==> config.mk <==
export PLATFORM = sky130hd
export DESIGN_NAME = state_pack__unmask
export DESIGN_NICKNAME = d
export VERILOG_FILES = /design/src/rtl/state_pack__unmask.sv
export SDC_FILE = /design/constraint.sdc
export NUM_CORES = 1
export LEC_CHECK = 0
export ABC_AREA = 0
export CORE_MARGIN = 3
export CORE_UTILIZATION = 45
export CTS_CLUSTER_DIAMETER = 100
export DETAILED_ROUTE_END_ITERATION = 8
export PLACE_DENSITY = 0.77
export SYNTH_ARGS = -nofsm -noshare
export SYNTH_HDL_FRONTEND = slang
export SYNTH_SLANG_ARGS = --single-unit
==> constraint.sdc <==
create_clock -name clk -period 9.83 [get_ports clk]
set_input_delay 0.983 -clock clk [delete_from_list [all_inputs] [get_ports clk]]
set_output_delay 0.983 -clock clk [all_outputs]
set_load 0.03 [all_outputs]
==> src/rtl/state_pack__unmask.sv <==
// state_pack__unmask
// Recombines two arithmetic shares of an 8-coefficient Kyber slice,
// reduces each coefficient mod KYBER_Q with a fixed-latency Barrett
// pipeline and packs the results into 96 bits of 12-bit coefficients.
module state_pack__unmask #(
    parameter int KYBER_Q = 3329
) (
    input  logic         clk,
    input  logic         rst_n,
    input  logic         enable,
    input  logic [127:0] s1,
    input  logic [127:0] s2,
    output logic         function_done,
    output logic [95:0]  p
);

    // Barrett multiplier floor(2^28 / Q); it never overestimates the
    // quotient, so the stage-A remainder is always non-negative.
    localparam int          BARRETT_M = (1 << 28) / KYBER_Q;
    localparam logic [33:0] M34       = 34'(BARRETT_M);
    localparam logic [33:0] Q34       = 34'(KYBER_Q);
    localparam logic [13:0] Q14       = 14'(KYBER_Q);
    localparam logic [13:0] Q2_14     = 14'(2 * KYBER_Q);

    localparam logic [1:0] ST_IDLE  = 2'd0;
    localparam logic [1:0] ST_RUN   = 2'd1;
    localparam logic [1:0] ST_DRAIN = 2'd2;
    localparam logic [1:0] ST_DONE  = 2'd3;

    // Stage A: sum - floor(sum*M / 2^28)*Q, result lies in [0, 3Q)
    function automatic logic [13:0] barrett_est(input logic [16:0] s);
        logic [33:0] prod;
        logic [33:0] eq;
        prod = {17'd0, s} * M34;
        eq   = (prod >> 28) * Q34;
        return 14'({17'd0, s} - eq);
    endfunction

    // Stage B: at most two conditional subtractions bring r below Q
    function automatic logic [11:0] cond_sub(input logic [13:0] r);
        logic [13:0] t;
        if (r >= Q2_14)    t = r - Q2_14;
        else if (r >= Q14) t = r - Q14;
        else               t = r;
        return 12'(t);
    endfunction

    logic [1:0]   state_q, state_d;
    logic [2:0]   m_q, m_d;
    logic         done_q, done_d;
    logic         cap, issue;
    logic [127:0] s1_q, s2_q;
    logic [15:0]  c1, c2;
    logic [16:0]  sum_p0_q;
    logic         vld_p0_q;
    logic [2:0]   idx_p0_q;
    logic [13:0]  r_p1_q;
    logic         vld_p1_q;
    logic [2:0]   idx_p1_q;
    logic [11:0]  red_p2;
    logic [95:0]  p_q;

    // Sequencer: IDLE -> RUN (8 issues) -> DRAIN (2) -> DONE (1) -> IDLE
    always_comb begin
        state_d = state_q;
        m_d     = m_q;
        done_d  = 1'b0;
        cap     = 1'b0;
        issue   = 1'b0;
        case (state_q)
            ST_IDLE: begin
                if (enable) begin
                    cap     = 1'b1;
                    m_d     = 3'd0;
                    state_d = ST_RUN;
                end
            end
            ST_RUN: begin
                issue = 1'b1;
                if (m_q == 3'd7) begin
                    m_d     = 3'd0;
                    state_d = ST_DRAIN;
                end else begin
                    m_d = m_q + 3'd1;
                end
            end
            ST_DRAIN: begin
                if (m_q == 3'd1) begin
                    m_d     = 3'd0;
                    done_d  = 1'b1;
                    state_d = ST_DONE;
                end else begin
                    m_d = m_q + 3'd1;
                end
            end
            ST_DONE: begin
                state_d = ST_IDLE;
            end
            default: begin
                state_d = ST_IDLE;
            end
        endcase
    end

    // Select share coefficient m from the captured (MSB-first) slices
    always_comb begin
        c1 = 16'd0;
        c2 = 16'd0;
        for (int i = 0; i < 8; i++) begin
            if (m_q == 3'(i)) begin
                c1 = s1_q[127-16*i -: 16];
                c2 = s2_q[127-16*i -: 16];
            end
        end
    end

    assign red_p2 = cond_sub(r_p1_q);

    // Control registers: state, index, completion pulse
    always_ff @(posedge clk or negedge rst_n) begin
        if (!rst_n) begin
            state_q <= ST_IDLE;
            m_q     <= 3'd0;
            done_q  <= 1'b0;
        end else begin
            state_q <= state_d;
            m_q     <= m_d;
            done_q  <= done_d;
        end
    end

    // Share capture, so later input changes cannot disturb the operation
    always_ff @(posedge clk or negedge rst_n) begin
        if (!rst_n) begin
            s1_q <= '0;
            s2_q <= '0;
        end else if (cap) begin
            s1_q <= s1;
            s2_q <= s2;
        end
    end

    // Stage p0: unmasking sum; p1: Barrett estimate; p2: final write into p
    always_ff @(posedge clk or negedge rst_n) begin
        if (!rst_n) begin
            sum_p0_q <= '0;
            vld_p0_q <= 1'b0;
            idx_p0_q <= 3'd0;
            r_p1_q   <= '0;
            vld_p1_q <= 1'b0;
            idx_p1_q <= 3'd0;
            p_q      <= '0;
        end else begin
            vld_p0_q <= issue;
            if (issue) begin
                sum_p0_q <= {1'b0, c1} + {1'b0, c2};
                idx_p0_q <= m_q;
            end
            vld_p1_q <= vld_p0_q;
            if (vld_p0_q) begin
                r_p1_q   <= barrett_est(sum_p0_q);
                idx_p1_q <= idx_p0_q;
            end
            if (vld_p1_q) begin
                for (int i = 0; i < 8; i++) begin
                    if (idx_p1_q == 3'(i)) p_q[95-12*i -: 12] <= red_p2;
                end
            end
        end
    end

    assign function_done = done_q;
    assign p             = p_q;

endmodule

==> results of run 1 <==
[metrics by stage]
| step | utilization [%] | cell area, um2 | std cells |
|---|---|---|---|
| after floorplan | - | 23900 | 2161 |
| after global placement | 54.1 | 28100 | 3110 |
| after detailed placement | 54.1 | 28100 | 3110 |
| after CTS | 56.8 | 29500 | 3186 |
| after global routing | 56.8 | 29500 | 3187 |
| final | 56.8 | 29500 | 3189 |
[cells by family (layout without fill, tap and decap cells)]
logic type	count (synthesis)	count (layout)	synth area share, %
adder cells (fa/ha/maj)	322	322	21.0
AND/OR/NAND/NOR	364	364	6.42
multiplexers	277	277	13.0
flip-flops	397	397	41.6
other	0	3	0
buffers and inverters	342	687	5.40
AO/OA/AOI/OAI	419	419	11.0
XOR/XNOR	40	40	1.63
[metal layers]
layer | share of wire [%] | wire, um | up-vias | global-route usage, %
met3 | 6.5 | 4260 | 91 | 5.49
met4 | 1.9 | 1270 | 14 | 5.31
met2 | 50 | 32600 | 469 | 40.5
met5 | 0.17 | 109 | - | 0
met1 | 42 | 27400 | 8691 | 29.7
li1 | - | - | 8027 | -
[final timing paths]
path | from | end | slack, ns | cells past startpoint
worst max-delay path | sum_p0_q[9] | r_p1_q[13] | 0.73 | 32
worst min-delay path | rst_n | s1_q[127] | 0.46 | 1
worst max register to register | sum_p0_q[9] | r_p1_q[13] | 0.73 | 32
worst min register to register | p[1] | p[1] | 0.48 | 2
max in group asynchronous | rst_n | p[78] | 7.58 | 2
min in group clk | p[1] | p[1] | 0.48 | 2
[cell type report]
type	instances	area, um2
Multi-Input combinational cell	1422	12700
Sequential cell	397	9930
Inverter	242	908
Tap cell	680	851
Fill cell	4354	22400
Clock buffer	60	1210
Clock inverter	16	205
Antenna cell	3	7.51
Timing Repair Buffer	369	3690
[synthesized netlist by cell type, types with 4 or more instances]
master and number:
dfrtp_1 397, mux2_2 274, inv_1 242, nand2_1 233, o21ai_0 219, ha_1 191
fa_1 131, clkbuf_1 97, nor2_1 64, o211ai_1 35, a221oi_1 33, o311ai_0 32
a21oi_1 30, xnor2_1 28, nand3_1 14, o21ai_1 13, nor3_1 12, a21o_1 9
nor2b_1 9, xor2_1 9, a211oi_1 7, nand4_1 7, o21a_1 7, o31ai_1 6
or3_1 6, nand2b_1 4, o21bai_1 4
[sequential cells by signal, summed over array words and instances (netlist names)]
name / cells
idx_p0_q: 3
function_done: 1
s1_q: 128
r_p1_q: 14
sum_p0_q: 17
state_q: 2
s2_q: 128
idx_p1_q: 3
vld_p1_q: 1
p: 96
m_q: 3
vld_p0_q: 1
==> summary.md, run 1 <==
| Metric | Value |
|---|---|
| Status | `finished, final reports clean` |
| DR DRC count | `0` |
| Synth Cell Area | `23900 um2` |
| Row cnt | `83` |
| Share of cells above drive strength 1 | `15.0%` |
| Vias in the first global route | `18.2k` |
| # clock sinks | `397` |
| CP top delay family | `adder cells` |
| Avg WL per Cell | `20.6 um` |
| Setup violations, final | `0` |
| Synth-to-layout area growth | `23.5%` |
| Area contributors post-synth | `dfrtp_1, mux2_2, fa_1` |
| Worst slew pin tran | `1.17 ns` |
| Post-CTS Hold Fix Bufs | `0` |
| Gates resized, CTS repair | `0` |
| Final worst path period share | `92.6%` |
| Post-route minimum period | `9.10 ns` |
| Placer Congestion | `0.890` |
| Most common cell on crit path | `fa_1` |
| Post-synth EDFFs | `0` |
| Initial Util | `46.0%` |
| Hold_ws | `0.456 ns` |
| CTS Buffer Depth | `3` |
| Max Fclk | `110 MHz` |
| Initial DRT Pass Iterations | `5` |
| Largest net degree at the start of global routing | `194` |
| Ys async rst share | `100%` |
| Final hold violations | `0` |
| Post-synthesis net count | `2742` |
| Max-cap violation count | `0` |
| Crit end category | `flip-flop` |
| Crit-path max FO | `9` |
| Routed via count | `17.3k` |
| RSZ-0062 raised after global routing | `false` |
| Die W | `236 um` |
| Final WL | `65600 um` |
| First-pass GRT wire length | `103000 um` |
| Initial antenna violation count | `10` |
| Via/cell ratio | `5.42` |
| CP required | `10.31 ns` |
| # Post-CTS Setup Buffers | `0` |
| Sequential cell area fraction in the yosys report | `41.6%` |
| Worst path bufs/invs | `5` |
| Distinct cell type count after synthesis | `57` |
| Worst setup path class | `flip-flop to flip-flop` |
| Clock Skew | `0.0163 ns` |
| Min-Delay Path Class | `input pin to async pin` |
| Final WS setup | `0.727 ns` |
| Slew Viols, Final | `0` |
| Setup TNS | `0 ns` |
| Synth top area share | `41.6%` |
| Core ar. | `51900 um2` |
| # port buffers | `355` |
| Slowest stage delay, CP | `0.62 ns` |
| Reg clk slew, reported paths | `0.06 ns` |
| Clk Latency, worst-skew pair | `0.57 ns` |
| Commonest non-fill, non-tap cell in the layout | `dfrtp_1` |
| #FFs+latches synth | `397` |
| Synth Warn # | `0` |
| Nets | `3056` |
| Final HPWL DP | `50600 um` |
| TritonCTS clock tree | `done` |
| Total Die Area | `55900 um2` |
| Mapped Avg Cell Area | `11.1 um2` |
| Mapped Cells | `2161` |
| CTS Buf Count | `43` |
| CP arrival | `9.58 ns` |
| Ys flop type | `dfrtp_1` |
| Gr usage total | `23.3%` |
| Total grt overflow | `0` |
| First DRT Iteration DRCs | `867` |
| Post-synth top area cell | `dfrtp_1` |
| Die height | `236 um` |
| Antenna viol nets, final | `0` |
| CTS root buffer | `clkbuf_16` |
| CP startpoint kind | `flip-flop` |
| CP max stage cell | `dfrtp_1` |
| H-tree Lvls | `2` |
| Rel. slew slack | `21.8%` |
| DP Worst Slack | `0.737 ns` |
| Most frequent cells in the layout | `dfrtp_1, clkdlybuf4s50_1, mux2_2` |
| Io pins | `356` |
Power of run 1 is not shown: default switching activity piles up to over one toggle a cycle in this logic, so the estimate is an artifact.
==> run 2, diff against run 1 <==
--- a/config.mk
+++ b/config.mk
@@ -8,8 +8,10 @@
 export ABC_AREA = 0
 export CORE_MARGIN = 3
 export CORE_UTILIZATION = 45
+export CTS_BUF_LIST = sky130_fd_sc_hd__clkbuf_4
 export CTS_CLUSTER_DIAMETER = 100
 export DETAILED_ROUTE_END_ITERATION = 8
+export GPL_TIMING_DRIVEN = 0
 export PLACE_DENSITY = 0.77
 export SYNTH_ARGS = -nofsm -noshare
 export SYNTH_HDL_FRONTEND = slang
==> run 2 against run 1 <==
Routed wire length grew 7.0%. Clock-buffer cell count is 83 higher. Critical path depth fell by 4. Final cell count up 5.7%. Die area unchanged. Non-clock buffer count is 90 higher. Sequential share of layout area fell by 0.13 points. Maximum frequency fell by 0.70%. Via count up 6.9%.
==> summary.md, run 2 (synthesized netlist as in run 1, its figures left out) <==
| Metric | Value |
|---|---|
| Worst hold path depth | `0` |
| First DRT Iteration DRCs | `1068 (was 867)` |
| # port buffers | `355 (unchanged)` |
| RSZ-0062 raised after global routing | `false (unchanged)` |
| Final worst path period share | `93.3% (was 92.6%)` |
| Worst setup path class | `flip-flop to flip-flop (unchanged)` |
| Row cnt | `83 (unchanged)` |
| TritonCTS clock tree | `done (unchanged)` |
| Max-cap violation count | `0 (unchanged)` |
| CTS root buffer | `clkbuf_4 (was clkbuf_16)` |
| CP max stage cell | `dfrtp_1 (unchanged)` |
| Io pins | `356 (unchanged)` |
| Fin util | `57.1% (was 56.8%)` |
| # clock sinks | `397 (unchanged)` |
| Placer Congestion | `0.952 (was 0.890)` |
| Largest net degree at the start of global routing | `126 (was 194)` |
| Vias in the first global route | `19.9k (was 18.2k)` |
| Reg clk slew, reported paths | `0.07 ns (was 0.06 ns)` |
| Slew Viols, Final | `0 (unchanged)` |
| Status | `finished, final reports clean (unchanged)` |
| Register-to-Register Path Depth | `28 (was 32)` |
| Slowest stage delay, CP | `0.67 ns (was 0.62 ns)` |
| Die height | `236 um (unchanged)` |
| CTS Buffer Depth | `3 (unchanged)` |
| CP startpoint kind | `flip-flop (unchanged)` |
| Initial Util | `46.0% (unchanged)` |
| Total Die Area | `55900 um2 (unchanged)` |
| Antenna viol nets, final | `0 (unchanged)` |
| CP arrival | `9.94 ns (was 9.58 ns)` |
| Routed via count | `18.5k (was 17.3k)` |
| Worst slew pin tran | `1.24 ns (was 1.17 ns)` |
| Avg WL per Cell | `20.8 um (was 20.6 um)` |
| Core ar. | `51900 um2 (unchanged)` |
| Initial DRT Pass Iterations | `5 (unchanged)` |
| Nets | `3205 (was 3056)` |
| DR DRC count | `0 (unchanged)` |
| Crit end category | `flip-flop (unchanged)` |
| Most frequent cells in the layout | `dfrtp_1, clkdlybuf4s50_1, mux2_2 (unchanged)` |
| Gr usage total | `25.1% (was 23.3%)` |
| CTS Buf Count | `102 (was 43)` |
| Layout fillers | `4284 (was 4354)` |
| Reg area | `9940 um2 (was 9930 um2)` |
| Total grt overflow | `0 (unchanged)` |
| Commonest non-fill, non-tap cell in the layout | `dfrtp_1 (unchanged)` |
| Most common cell on crit path | `fa_1 (unchanged)` |
| Setup violations, final | `0 (unchanged)` |
| First-pass GRT wire length | `110000 um (was 103000 um)` |
| Rel. slew slack | `17.0% (was 21.8%)` |
| Die W | `236 um (unchanged)` |
| Crit-path max FO | `8 (was 9)` |
| Max Fclk | `109 MHz (was 110 MHz)` |
| Via/cell ratio | `5.48 (was 5.42)` |
| Min-Delay Path Class | `flip-flop to flip-flop (was input pin to async pin)` |
| Final WL | `70300 um (was 65600 um)` |
| CP required | `10.60 ns (was 10.31 ns)` |
| Final hold violations | `0 (unchanged)` |
| Share of cells above drive strength 1 | `16.6% (was 15.0%)` |
| Clk Latency, worst-skew pair | `0.86 ns (was 0.57 ns)` |
| Post-route minimum period | `9.17 ns (was 9.10 ns)` |
| H-tree Lvls | `3 (was 2)` |
| Final HPWL DP | `56100 um (was 50600 um)` |
| Initial antenna violation count | `24 (was 10)` |
| Multi-input combinational cell area | `12700 um2 (about the same)` |
| Clock Skew | `0.0610 ns (was 0.0163 ns)` |
| Synth-to-layout area growth | `24.0% (was 23.5%)` |
==> run 2: final cells by class <==
cell class                 instances  area share, %
inverter                         242           3.07
antenna                           13          0.110
multi-input combinational       1422           42.8
buffer                           100           1.29
clock buffer                     143           3.62
timing repair buffer             359           12.3
clock inverter                    14          0.367
sequential                       397           33.5
tap                              680           2.87
==> run 2: per-stage QoR <==
step	setup WS [ns]	hold WS, ns	TNS (ns)	instance area (um2)	instances
after floorplan	1.79	0.352	0	23900	2161
after global routing	0.116	0.432	0	29600	3364
after global placement	-8.96	0.363	-3536.31	28300	3196
after detailed placement	0.403	0.388	0	28400	3199
after CTS	0.379	0.415	0	29600	3357
final	0.663	0.417	0	29600	3370
==> run 2: critical path, delay by kind of cell, from the launching register on <==
family,cells,cell delay [ns]
AOI/OAI and AO/OA,9,2.04
xor gates and xnor gates,1,0.39
adders and majority gates,12,5.56
buffers and inverters,5,0.28
DFF,1,0.67
and+or+nand+nor,1,0.13
==> run 2: final timing paths <==
check	from	slack (ns)	endpoint
setup / recovery	sum_p0_q[11]	0.66	r_p1_q[13]
hold / removal	vld_p0_q	0.42	vld_p1_q
setup reg to reg	sum_p0_q[11]	0.66	r_p1_q[13]
hold reg to reg	vld_p0_q	0.42	vld_p1_q
max in group asynchronous	rst_n	7.78	p[75]
min in group asynchronous	rst_n	0.56	s1_q[108]
==> run 2: what timing repair did <==
action                                  CTS  global route
resized for setup                         0             4
endpoints found under the hold margin    33             0
hold buffers                              1             0
setup buffers                             0             0
endpoints found under the setup margin    0             1
==> run 2: metal layers <==
layer,part of all wire [%],wire [um],GRT usage [%]
met5,0.23,161,0
met4,2.9,2030,8.36
met3,8.8,6170,8.23
met2,49,34600,43.0
met1,39,27300,29.8
Power of run 2 is left out for the same reason.
